$ cat src/rtl/vehicle_request_if.sv
// Vehicle request bus: carries the raw loop sensor and the commanded light code
// into the block, and brings the request, debounced level, queue depth and wait
// time back out to the intersection controller.
interface vehicle_request_if;
    logic        sensor_raw;
    logic [1:0]  light;
    logic        request;
    logic        present;
    logic [7:0]  queue_count;
    logic [15:0] wait_seconds;

    // Controller side: drives the sensor and light, observes the request outputs.
    modport master (
        output sensor_raw,
        output light,
        input  request,
        input  present,
        input  queue_count,
        input  wait_seconds
    );

    // Request block side: consumes the sensor and light, produces the outputs.
    modport slave (
        input  sensor_raw,
        input  light,
        output request,
        output present,
        output queue_count,
        output wait_seconds
    );
endinterface

$ cat src/rtl/vehicle_request.sv
// Vehicle request block for one intersection approach.
// The raw loop sensor is synchronized and debounced into a clean "present"
// level. Rising edges of that level are vehicle arrivals, which a three-state
// FSM (IDLE / WAITING / SERVED) turns into a registered request for the
// intersection controller, a queue depth and a whole-second wait timer.
module vehicle_request #(
    parameter int         DEBOUNCE_TICKS   = 500,
    parameter int         TICKS_PER_SECOND = 10000,
    parameter logic [1:0] GREEN_CODE       = 2'b10
) (
    input  logic            clk,
    input  logic            reset,
    vehicle_request_if.slave bus
);

    // Counter widths: the debounce counter runs 0..DEBOUNCE_TICKS-1 and the
    // prescaler runs 0..TICKS_PER_SECOND-1, so clog2 of the tick count suffices.
    localparam int DB_W = (DEBOUNCE_TICKS > 1) ? $clog2(DEBOUNCE_TICKS) : 1;
    localparam int PS_W = (TICKS_PER_SECOND > 1) ? $clog2(TICKS_PER_SECOND) : 1;

    localparam logic [DB_W-1:0] DB_LAST = DB_W'(DEBOUNCE_TICKS - 1);
    localparam logic [PS_W-1:0] PS_LAST = PS_W'(TICKS_PER_SECOND - 1);

    localparam logic [7:0]  QUEUE_MAX   = 8'hFF;
    localparam logic [15:0] SECONDS_MAX = 16'hFFFF;

    typedef enum logic [1:0] {
        IDLE    = 2'd0,
        WAITING = 2'd1,
        SERVED  = 2'd2
    } state_t;

    // Synchronizer and debounce state
    logic            sync_meta;
    logic            sync_level;
    logic [DB_W-1:0] db_count;
    logic            present_level;
    logic            present_prev;

    // FSM and datapath state
    state_t          state;
    state_t          state_next;
    logic [7:0]      queue_count;
    logic [7:0]      queue_next;
    logic [15:0]     wait_seconds;
    logic [15:0]     seconds_next;
    logic [PS_W-1:0] prescale;
    logic [PS_W-1:0] prescale_next;
    logic            request_reg;

    // Decoded events
    logic            arrival;
    logic            light_green;
    logic            enter_waiting;
    logic            enter_served;

    // Two-flop synchronizer; the loop pin is asynchronous to clk.
    always_ff @(posedge clk or posedge reset) begin
        if (reset) begin
            sync_meta  <= 1'b0;
            sync_level <= 1'b0;
        end else begin
            sync_meta  <= bus.sensor_raw;
            sync_level <= sync_meta;
        end
    end

    // Debounce: the synchronized level must disagree with the accepted level
    // for DEBOUNCE_TICKS consecutive cycles before it is accepted; any cycle of
    // agreement throws the partial count away.
    always_ff @(posedge clk or posedge reset) begin
        if (reset) begin
            db_count      <= '0;
            present_level <= 1'b0;
        end else if (sync_level != present_level) begin
            if (db_count == DB_LAST) begin
                present_level <= sync_level;
                db_count      <= '0;
            end else begin
                db_count <= db_count + 1'b1;
            end
        end else begin
            db_count <= '0;
        end
    end

    // Delayed copy of the debounced level used to find its rising edge.
    always_ff @(posedge clk or posedge reset) begin
        if (reset) begin
            present_prev <= 1'b0;
        end else begin
            present_prev <= present_level;
        end
    end

    // An arrival is a 0->1 edge of the debounced level; departures are ignored.
    assign arrival     = present_level & ~present_prev;
    assign light_green = (bus.light == GREEN_CODE);

    // FSM state register.
    always_ff @(posedge clk or posedge reset) begin
        if (reset) begin
            state <= IDLE;
        end else begin
            state <= state_next;
        end
    end

    // Next-state logic. Green always wins: an arrival in the same cycle the
    // light turns green is absorbed by the move to SERVED.
    always_comb begin
        state_next = state;
        case (state)
            IDLE: begin
                if (arrival) begin
                    state_next = light_green ? SERVED : WAITING;
                end
            end
            WAITING: begin
                if (light_green) begin
                    state_next = SERVED;
                end
            end
            SERVED: begin
                if (!light_green) begin
                    state_next = present_level ? WAITING : IDLE;
                end
            end
            default: begin
                state_next = IDLE;
            end
        endcase
    end

    assign enter_waiting = (state_next == WAITING) && (state != WAITING);
    assign enter_served  = (state_next == SERVED)  && (state != SERVED);

    // Queue depth: cleared on entering SERVED, set to one vehicle on entering
    // WAITING, and counting further arrivals (saturating) while WAITING.
    always_comb begin
        queue_next = queue_count;
        if (enter_served) begin
            queue_next = 8'd0;
        end else if (enter_waiting) begin
            queue_next = 8'd1;
        end else if ((state == WAITING) && arrival && (queue_count != QUEUE_MAX)) begin
            queue_next = queue_count + 8'd1;
        end
    end

    // Wait timer: the prescaler and seconds count restart on every entry to
    // WAITING and only advance while in WAITING; elsewhere the last value holds
    // so the controller can still read how long the approach waited.
    always_comb begin
        seconds_next  = wait_seconds;
        prescale_next = prescale;
        if (enter_waiting) begin
            seconds_next  = 16'd0;
            prescale_next = '0;
        end else if (state == WAITING) begin
            if (prescale == PS_LAST) begin
                prescale_next = '0;
                if (wait_seconds != SECONDS_MAX) begin
                    seconds_next = wait_seconds + 16'd1;
                end
            end else begin
                prescale_next = prescale + 1'b1;
            end
        end
    end

    // Datapath registers; request mirrors the state the edge leaves behind.
    always_ff @(posedge clk or posedge reset) begin
        if (reset) begin
            queue_count  <= 8'd0;
            wait_seconds <= 16'd0;
            prescale     <= '0;
            request_reg  <= 1'b0;
        end else begin
            queue_count  <= queue_next;
            wait_seconds <= seconds_next;
            prescale     <= prescale_next;
            request_reg  <= (state_next == WAITING);
        end
    end

    assign bus.request      = request_reg;
    assign bus.present      = present_level;
    assign bus.queue_count  = queue_count;
    assign bus.wait_seconds = wait_seconds;

endmodule
$ cat src/flat_wrapper.sv
// flat-port wrapper written by rule: the top's interface ports become plain ports
module vehicle_request_flat 
#(
    parameter int         DEBOUNCE_TICKS   = 500,
    parameter int         TICKS_PER_SECOND = 10000,
    parameter logic [1:0] GREEN_CODE       = 2'b10
)
  (clk, reset, bus_sensor_raw, bus_light, bus_request, bus_present, bus_queue_count, bus_wait_seconds);
  vehicle_request_if bus_i ();
  input  logic clk;
  input  logic reset;
  input wire logic [$bits(bus_i.sensor_raw)-1:0] bus_sensor_raw;
  input wire logic [$bits(bus_i.light)-1:0] bus_light;
  output wire logic [$bits(bus_i.request)-1:0] bus_request;
  output wire logic [$bits(bus_i.present)-1:0] bus_present;
  output wire logic [$bits(bus_i.queue_count)-1:0] bus_queue_count;
  output wire logic [$bits(bus_i.wait_seconds)-1:0] bus_wait_seconds;
  assign bus_i.sensor_raw = bus_sensor_raw;
  assign bus_i.light = bus_light;
  assign bus_request = bus_i.request;
  assign bus_present = bus_i.present;
  assign bus_queue_count = bus_i.queue_count;
  assign bus_wait_seconds = bus_i.wait_seconds;
  vehicle_request #(.DEBOUNCE_TICKS(DEBOUNCE_TICKS), .TICKS_PER_SECOND(TICKS_PER_SECOND), .GREEN_CODE(GREEN_CODE)) u_core (.clk(clk), .reset(reset), .bus(bus_i));
endmodule
$ cat config.mk
export PLATFORM = sky130hd
export DESIGN_NAME = vehicle_request_flat
export DESIGN_NICKNAME = d
export VERILOG_FILES = /design/src/rtl/vehicle_request_if.sv /design/src/rtl/vehicle_request.sv /design/src/flat_wrapper.sv
export SDC_FILE = /design/constraint.sdc
export NUM_CORES = 1
export LEC_CHECK = 0
export ABC_CLOCK_PERIOD_IN_PS = 5400
export BUFFER_PORTS_ARGS = -buffer_cell sky130_fd_sc_hd__buf_2
export CORE_ASPECT_RATIO = 0.75
export CORE_MARGIN = 2
export CORE_UTILIZATION = 39
export DETAILED_ROUTE_END_ITERATION = 7
export SYNTH_ARGS = -nofsm -noshare
export SYNTH_HDL_FRONTEND = slang
export SYNTH_SLANG_ARGS = --single-unit
$ cat constraint.sdc
create_clock -name clk -period 5.4 [get_ports clk]
set_clock_uncertainty 0.05 [all_clocks]
set_input_delay 0.81 -clock clk [delete_from_list [all_inputs] [get_ports clk]]
set_output_delay 0.81 -clock clk [all_outputs]
set_load 0.005 [all_outputs]
# Yosys cells after proc, flatten, opt, wreduce, memory -nomap -nowiden
# Cells that the tools add are included.
dict set report totals {
  regBits 54
  word_cells 57
  out_inout_bits 26
}
dict set report op_classes {
  bitwise 2
  reduce_logical 11
  eq_ne 12
  n_mux 18
  n_addsub 4
}
# op n
set op_table {}
lappend op_table {{16-bit 2-to-1 mux} 4}
lappend op_table {{14-bit 2-to-1 mux} 3}
lappend op_table {{8-bit 2-to-1 mux} 3}
lappend op_table {{9-bit 2-to-1 mux} 2}
lappend op_table {{16-bit by 1-bit adder with 16-bit output, second input constant} 1}
lappend op_table {{16-bit != test, second input constant} 1}
lappend op_table {{14-bit by 1-bit adder with 14-bit output, second input constant} 1}
lappend op_table {{14-bit == test, second input constant} 1}
lappend op_table {{9-bit by 1-bit adder with 9-bit output, second input constant} 1}
lappend op_table {{9-bit == test, second input constant} 1}
lappend op_table {{8-bit by 1-bit adder with 8-bit output, second input constant} 1}
lappend op_table {{2-bit 2-to-1 mux} 4}
lappend op_table {{8-bit != test, second input constant} 1}
lappend op_table {{2-bit == test, second input constant} 3}
lappend op_table {{2-bit case mux with 3 select lines} 1}
lappend op_table {{2-bit nonzero test} 3}
lappend op_table {{2-bit by 1-bit == test with 1-bit output, second input constant} 2}
lappend op_table {{1-bit logical AND} 4}
lappend op_table {{3-bit AND reduction} 1}
lappend op_table {{3-bit nonzero test} 1}
lappend op_table {{2-bit logical NOT} 1}
lappend op_table {{2-bit by 1-bit != test with 1-bit output, second input constant} 1}
lappend op_table {{2-bit != test, second input constant} 1}
lappend op_table {{2-bit AND reduction} 1}
lappend op_table {{4 further kinds} 4}

# Longest topological paths before layout
dict set report logic_depth {
  word_depth 8
  depth_mapped 7
  mapped_depth_nobuf 6
}

# Least setup slack after synthesis
# OpenSTA, ideal clock, no wires.
dict set report synth_timing {
  path_kind {register -> register}
  from {register u_core.prescale[7]}
  to {register u_core.wait_seconds[2] (netlist: u_core.bus.wait_seconds[2])}
  path_buffers 2
  setup_ns 0.078
  arrival_ns 2.097
  stages_incl_launch_ff 8
  path_slack_ns 3.175
  path_cell_list {dfrtp_1 buf_6 or4_4 nor4_4 o211ai_4 buf_6 or3_1 a21oi_1}
}
dict set report synth_between {
  elab_chain_len 3
}
# element line_no
set synth_lines {}
lappend synth_lines {{from (decl)} vehicle_request.sv:47} ;# logic [PS_W-1:0] prescale;
lappend synth_lines {{from (signal assigned)} vehicle_request.sv:182} ;# prescale <= prescale_next;
lappend synth_lines {{14-bit == test} vehicle_request.sv:161} ;# if (prescale == PS_LAST) begin
lappend synth_lines {{2-bit nonzero test (no line)} n/a}
lappend synth_lines {{3-bit AND reduction (no line)} n/a}
lappend synth_lines {{to (signal assigned)} vehicle_request.sv:181} ;# wait_seconds <= seconds_next;
lappend synth_lines {{to (decl)} vehicle_request.sv:45} ;# logic [15:0] wait_seconds;
# No other way between the ends.
# A chain may end at the register's enable or synchronous reset.

# Final worst setup path
dict set report layout_timing {
  from {register u_core.prescale[7]}
  to {register u_core.wait_seconds[3] (netlist: u_core.bus.wait_seconds[3])}
}
# Same word-level chain as after synthesis.

==> impl_metrics.py <==
metrics = {
    "synth": {
        "ys.flop_type": "dfrtp_1",
        "synth_common_cells": "54 x dfrtp_1, 34 x nor2_1, 26 x o21ai_0, 22 x nand3_1, 20 x nand2_1",
        "syn_nets": 299,
        "synthArstFlopShare_pct": 100,
        "synth-edff-count": 0,
        "synth_cells": 290,
        "synth_seq_cells": 54,
        "yosysSeqAreaShare_pct": 49.2,
        "synth_area_leaders": "dfrtp_1 49%, o21ai_0 4.7%, nor2_1 4.6%, nand3_1 4.0%, xnor2_1 3.2%",
        "yosysWarnings": 0,
        "synth_top_area_cell": "dfrtp_1",
        "synth_top_family_by_area": "simple AND/OR/NAND/NOR gates",
        "synthAdderAreaFrac_pct": 1.82,
        "avgSynthCellArea_sq_um": 9.47,
        "yosys.area_share.simple_pct": 27.2,
        "synthDistinctLibCells": 44,
        "synth_area_sq_um": 2750,
        "muxShareOfSynthArea_pct": 1.50,
        "synth_compound_gate_area_share_pct": 13.1,
        "synth_most_common_cell": "dfrtp_1",
        "synthXorXnorAreaFrac_pct": 4.78,
        "yosysTopAreaCellShare_pct": 49.2,
    },
    "layout": {
        "nFillCells": 673,
        "reg.largest.list": "u_core.bus.wait_seconds (16), u_core.prescale (14), u_core.db_count (9)",
        "synthToLayoutAreaGrowth_pct": 11.2,
        "drive_gt1_share_pct": 14.6,
        "largest_register_ffs": 16,
        "largest_register": "u_core.bus.wait_seconds",
        "antenna_cells": 0,
        "finalNetCount": 329,
    },
    "drt": {
        "drcViolationCount": 0,
        "viasPerCell": 5.49,
        "drtIter0Drc": 120,
        "first_pass_iters": 4,
        "wire_per_inst_um": 14.3,
        "wl_mm": 5.80,
        "final_antenna_net_count": 0,
        "vias": 2223,
    },
    "clock_tree": {
        "cts_hold_buf": 0,
        "cts.clk_slew.worst_paths_ns": 0.10,
        "cts_setup_buffers": 0,
        "cts_tree": "built",
        "cts-resized-gates": 0,
        "cts_root_buf": "clkbuf_8",
        "cts_buffers": 5,
        "insertion_delay_ns": 0.31,
        "cts_sinks": 54,
        "cts_buffer_depth": 2,
        "cts_max_level": 2,
    },
    "worst_setup_path": {
        "worst-setup-path-type": "flop to flop",
        "worst-path-max-fanout": 15,
        "cp-start-kind": "flop",
        "crit_required_ns": 5.59,
        "endpoint_kind": "flop",
        "cp.arrival_ns": 2.65,
    },
    "global_route": {
        "grt_pass1_wl_mm": 9.81,
        "antenna_found_initial": 0,
        "grt_max_degree": 55,
        "grtUsageTotal_pct": 15.7,
        "grt.overflow.total": 0,
        "grt_pass1_vias": 2011,
    },
    "power_and_ir_drop": {
        "power_uw": 658,
        "power_leakage_uw": 0.00131,
        "power_density_nw_per_um2": 215,
        "clkPwrFrac_pct": 35.2,
        "swShare_pct": 23.5,
        "p_int_uw": 503,
        "p_switching_uw": 155,
        "worst_ir_drop_vdd_v": 0.0000988,
        "seqPwrFrac_pct": 62.3,
        "combPwrFrac_pct": 2.6,
    },
    "floorplan": {
        "fp.dieH_um": 76.7,
        "initial_core_util_pct": 40.2,
        "design.portCount": 31,
        "fp.coreArea_sq_um": 6830,
        "die_w_um": 101,
        "dieArea_sq_um": 7740,
        "fp-row-count": 26,
    },
    "timing": {
        "worst_pin_slew_ns": 0.905,
        "period_needed_ns": 2.46,
        "period_share_pct": 45.6,
        "hold_viol": 0,
        "fmax_mhz": 406,
        "max_slew_margin_pct": 39.3,
        "finalSetupViolCount": 0,
        "setup_tns_ns": 0,
        "drv_slew": 0,
        "rsz0062_at_grt": "false",
    },
    "flow_run": {
        "maxCapViolCount": 0,
    },
    "place": {
        "hpwlAfterDp_mm": 4.06,
        "gp_congestion": 0.823,
        "port_buffers": 30,
    },
    "outcome": {
        "status": "complete, no violations",
    },
    "hold_path": {
        "hold_class": "flop to flop",
    },
}
## power groups by stage
| stage | Combinational (uW) | Sequential [uW] | Clock, uW |
|---|---|---|---|
| 6_report | 16.9 | 410 | 231 |
| 5_1_grt | 20.3 | 410 | 259 |
| 4_1_cts | 18.0 | 410 | 237 |
| 3_5_place_dp | 17.8 | 418 | 0 |
| 3_3_place_gp | 17.7 | 418 | 0 |
| 2_1_floorplan | 11.6 | 417 | 0 |
## logic make-up (layout without fill, tap and decap cells)
| kind of cell | Yosys count | in the layout |
|---|---|---|
| simple gates | 140 | 140 |
| compound gates | 59 | 59 |
| flops | 54 | 54 |
| xor+xnor | 15 | 15 |
| buf+inv | 14 | 45 |
| fa+ha+maj | 4 | 4 |
| mux | 4 | 4 |
## final cells by class
cell class	instances	area (sq um)	area share, %
tap	84	105	3.44
timing repair buffer	31	158	5.16
sequential	54	1350	44.2
multi-input combinational	222	1330	43.5
clock inverter	3	21.3	0.696
clock buffer	5	68.8	2.25
inverter	6	22.5	0.737
## worst paths after layout
| path | startpoint | cells past startpoint | end | slack [ns] |
|---|---|---|---|---|
| worst min register to register | u_core.sync_meta | 0 | u_core.sync_level | 0.31 |
| worst max register to register | u_core.prescale[7] | 5 | u_core.bus.wait_seconds[3] | 2.94 |
| min in group asynchronous | reset | 3 | u_core.sync_meta | 0.60 |
| worst max-delay path | u_core.prescale[7] | 5 | u_core.bus.wait_seconds[3] | 2.94 |
| max in group asynchronous | reset | 3 | u_core.bus.queue_count[7] | 4.20 |
| worst min-delay path | u_core.sync_meta | 0 | u_core.sync_level | 0.31 |
## through the flow
stage               instances  worst slack, ns  util (%)  instance area (sq um)  hold WS (ns)
floorplan                 290             3.17         -                   2750         0.281
global placement          397             3.02      43.4                   2960         0.286
detailed placement        397             2.95      43.4                   2960         0.289
CTS                       405             2.95      44.7                   3050         0.314
global route              405             2.79      44.7                   3050         0.319
finish                    405             2.94      44.7                   3050         0.311
## routing by layer
layer  global-route usage [%]  up-vias  part of all wire (%)
li1                         -     1108                     -
met1                     24.2     1054                    52
met2                     22.2       57                    42
met3                     3.19        4                   4.7
met4                     4.86        0                  0.98
met5                        0        -                     0
## cell usage in the layout (no fill, tap or decap), drive strengths merged, types with 4 or more instances in the layout
cell type,n
buf,31
dfrtp,54
o21ai,26
nand3,22
a21oi,14
and3,8
nand2b,6
nand2,20
ha,4
nand4,7
or3,10
inv,6
xor2,5
a21o,4
nor2,34
clkbuf,5
xnor2,10
nor3,13
## critical path, cell delays in order, from the launching register on
cell      delay (ns)
dfrtp_1         0.48
or4_4           0.54
nor4_4          0.50
o211ai_4        0.28
or3_1           0.40
a21oi_1         0.14
No activity file was read; power rests on OpenSTA's default activity.
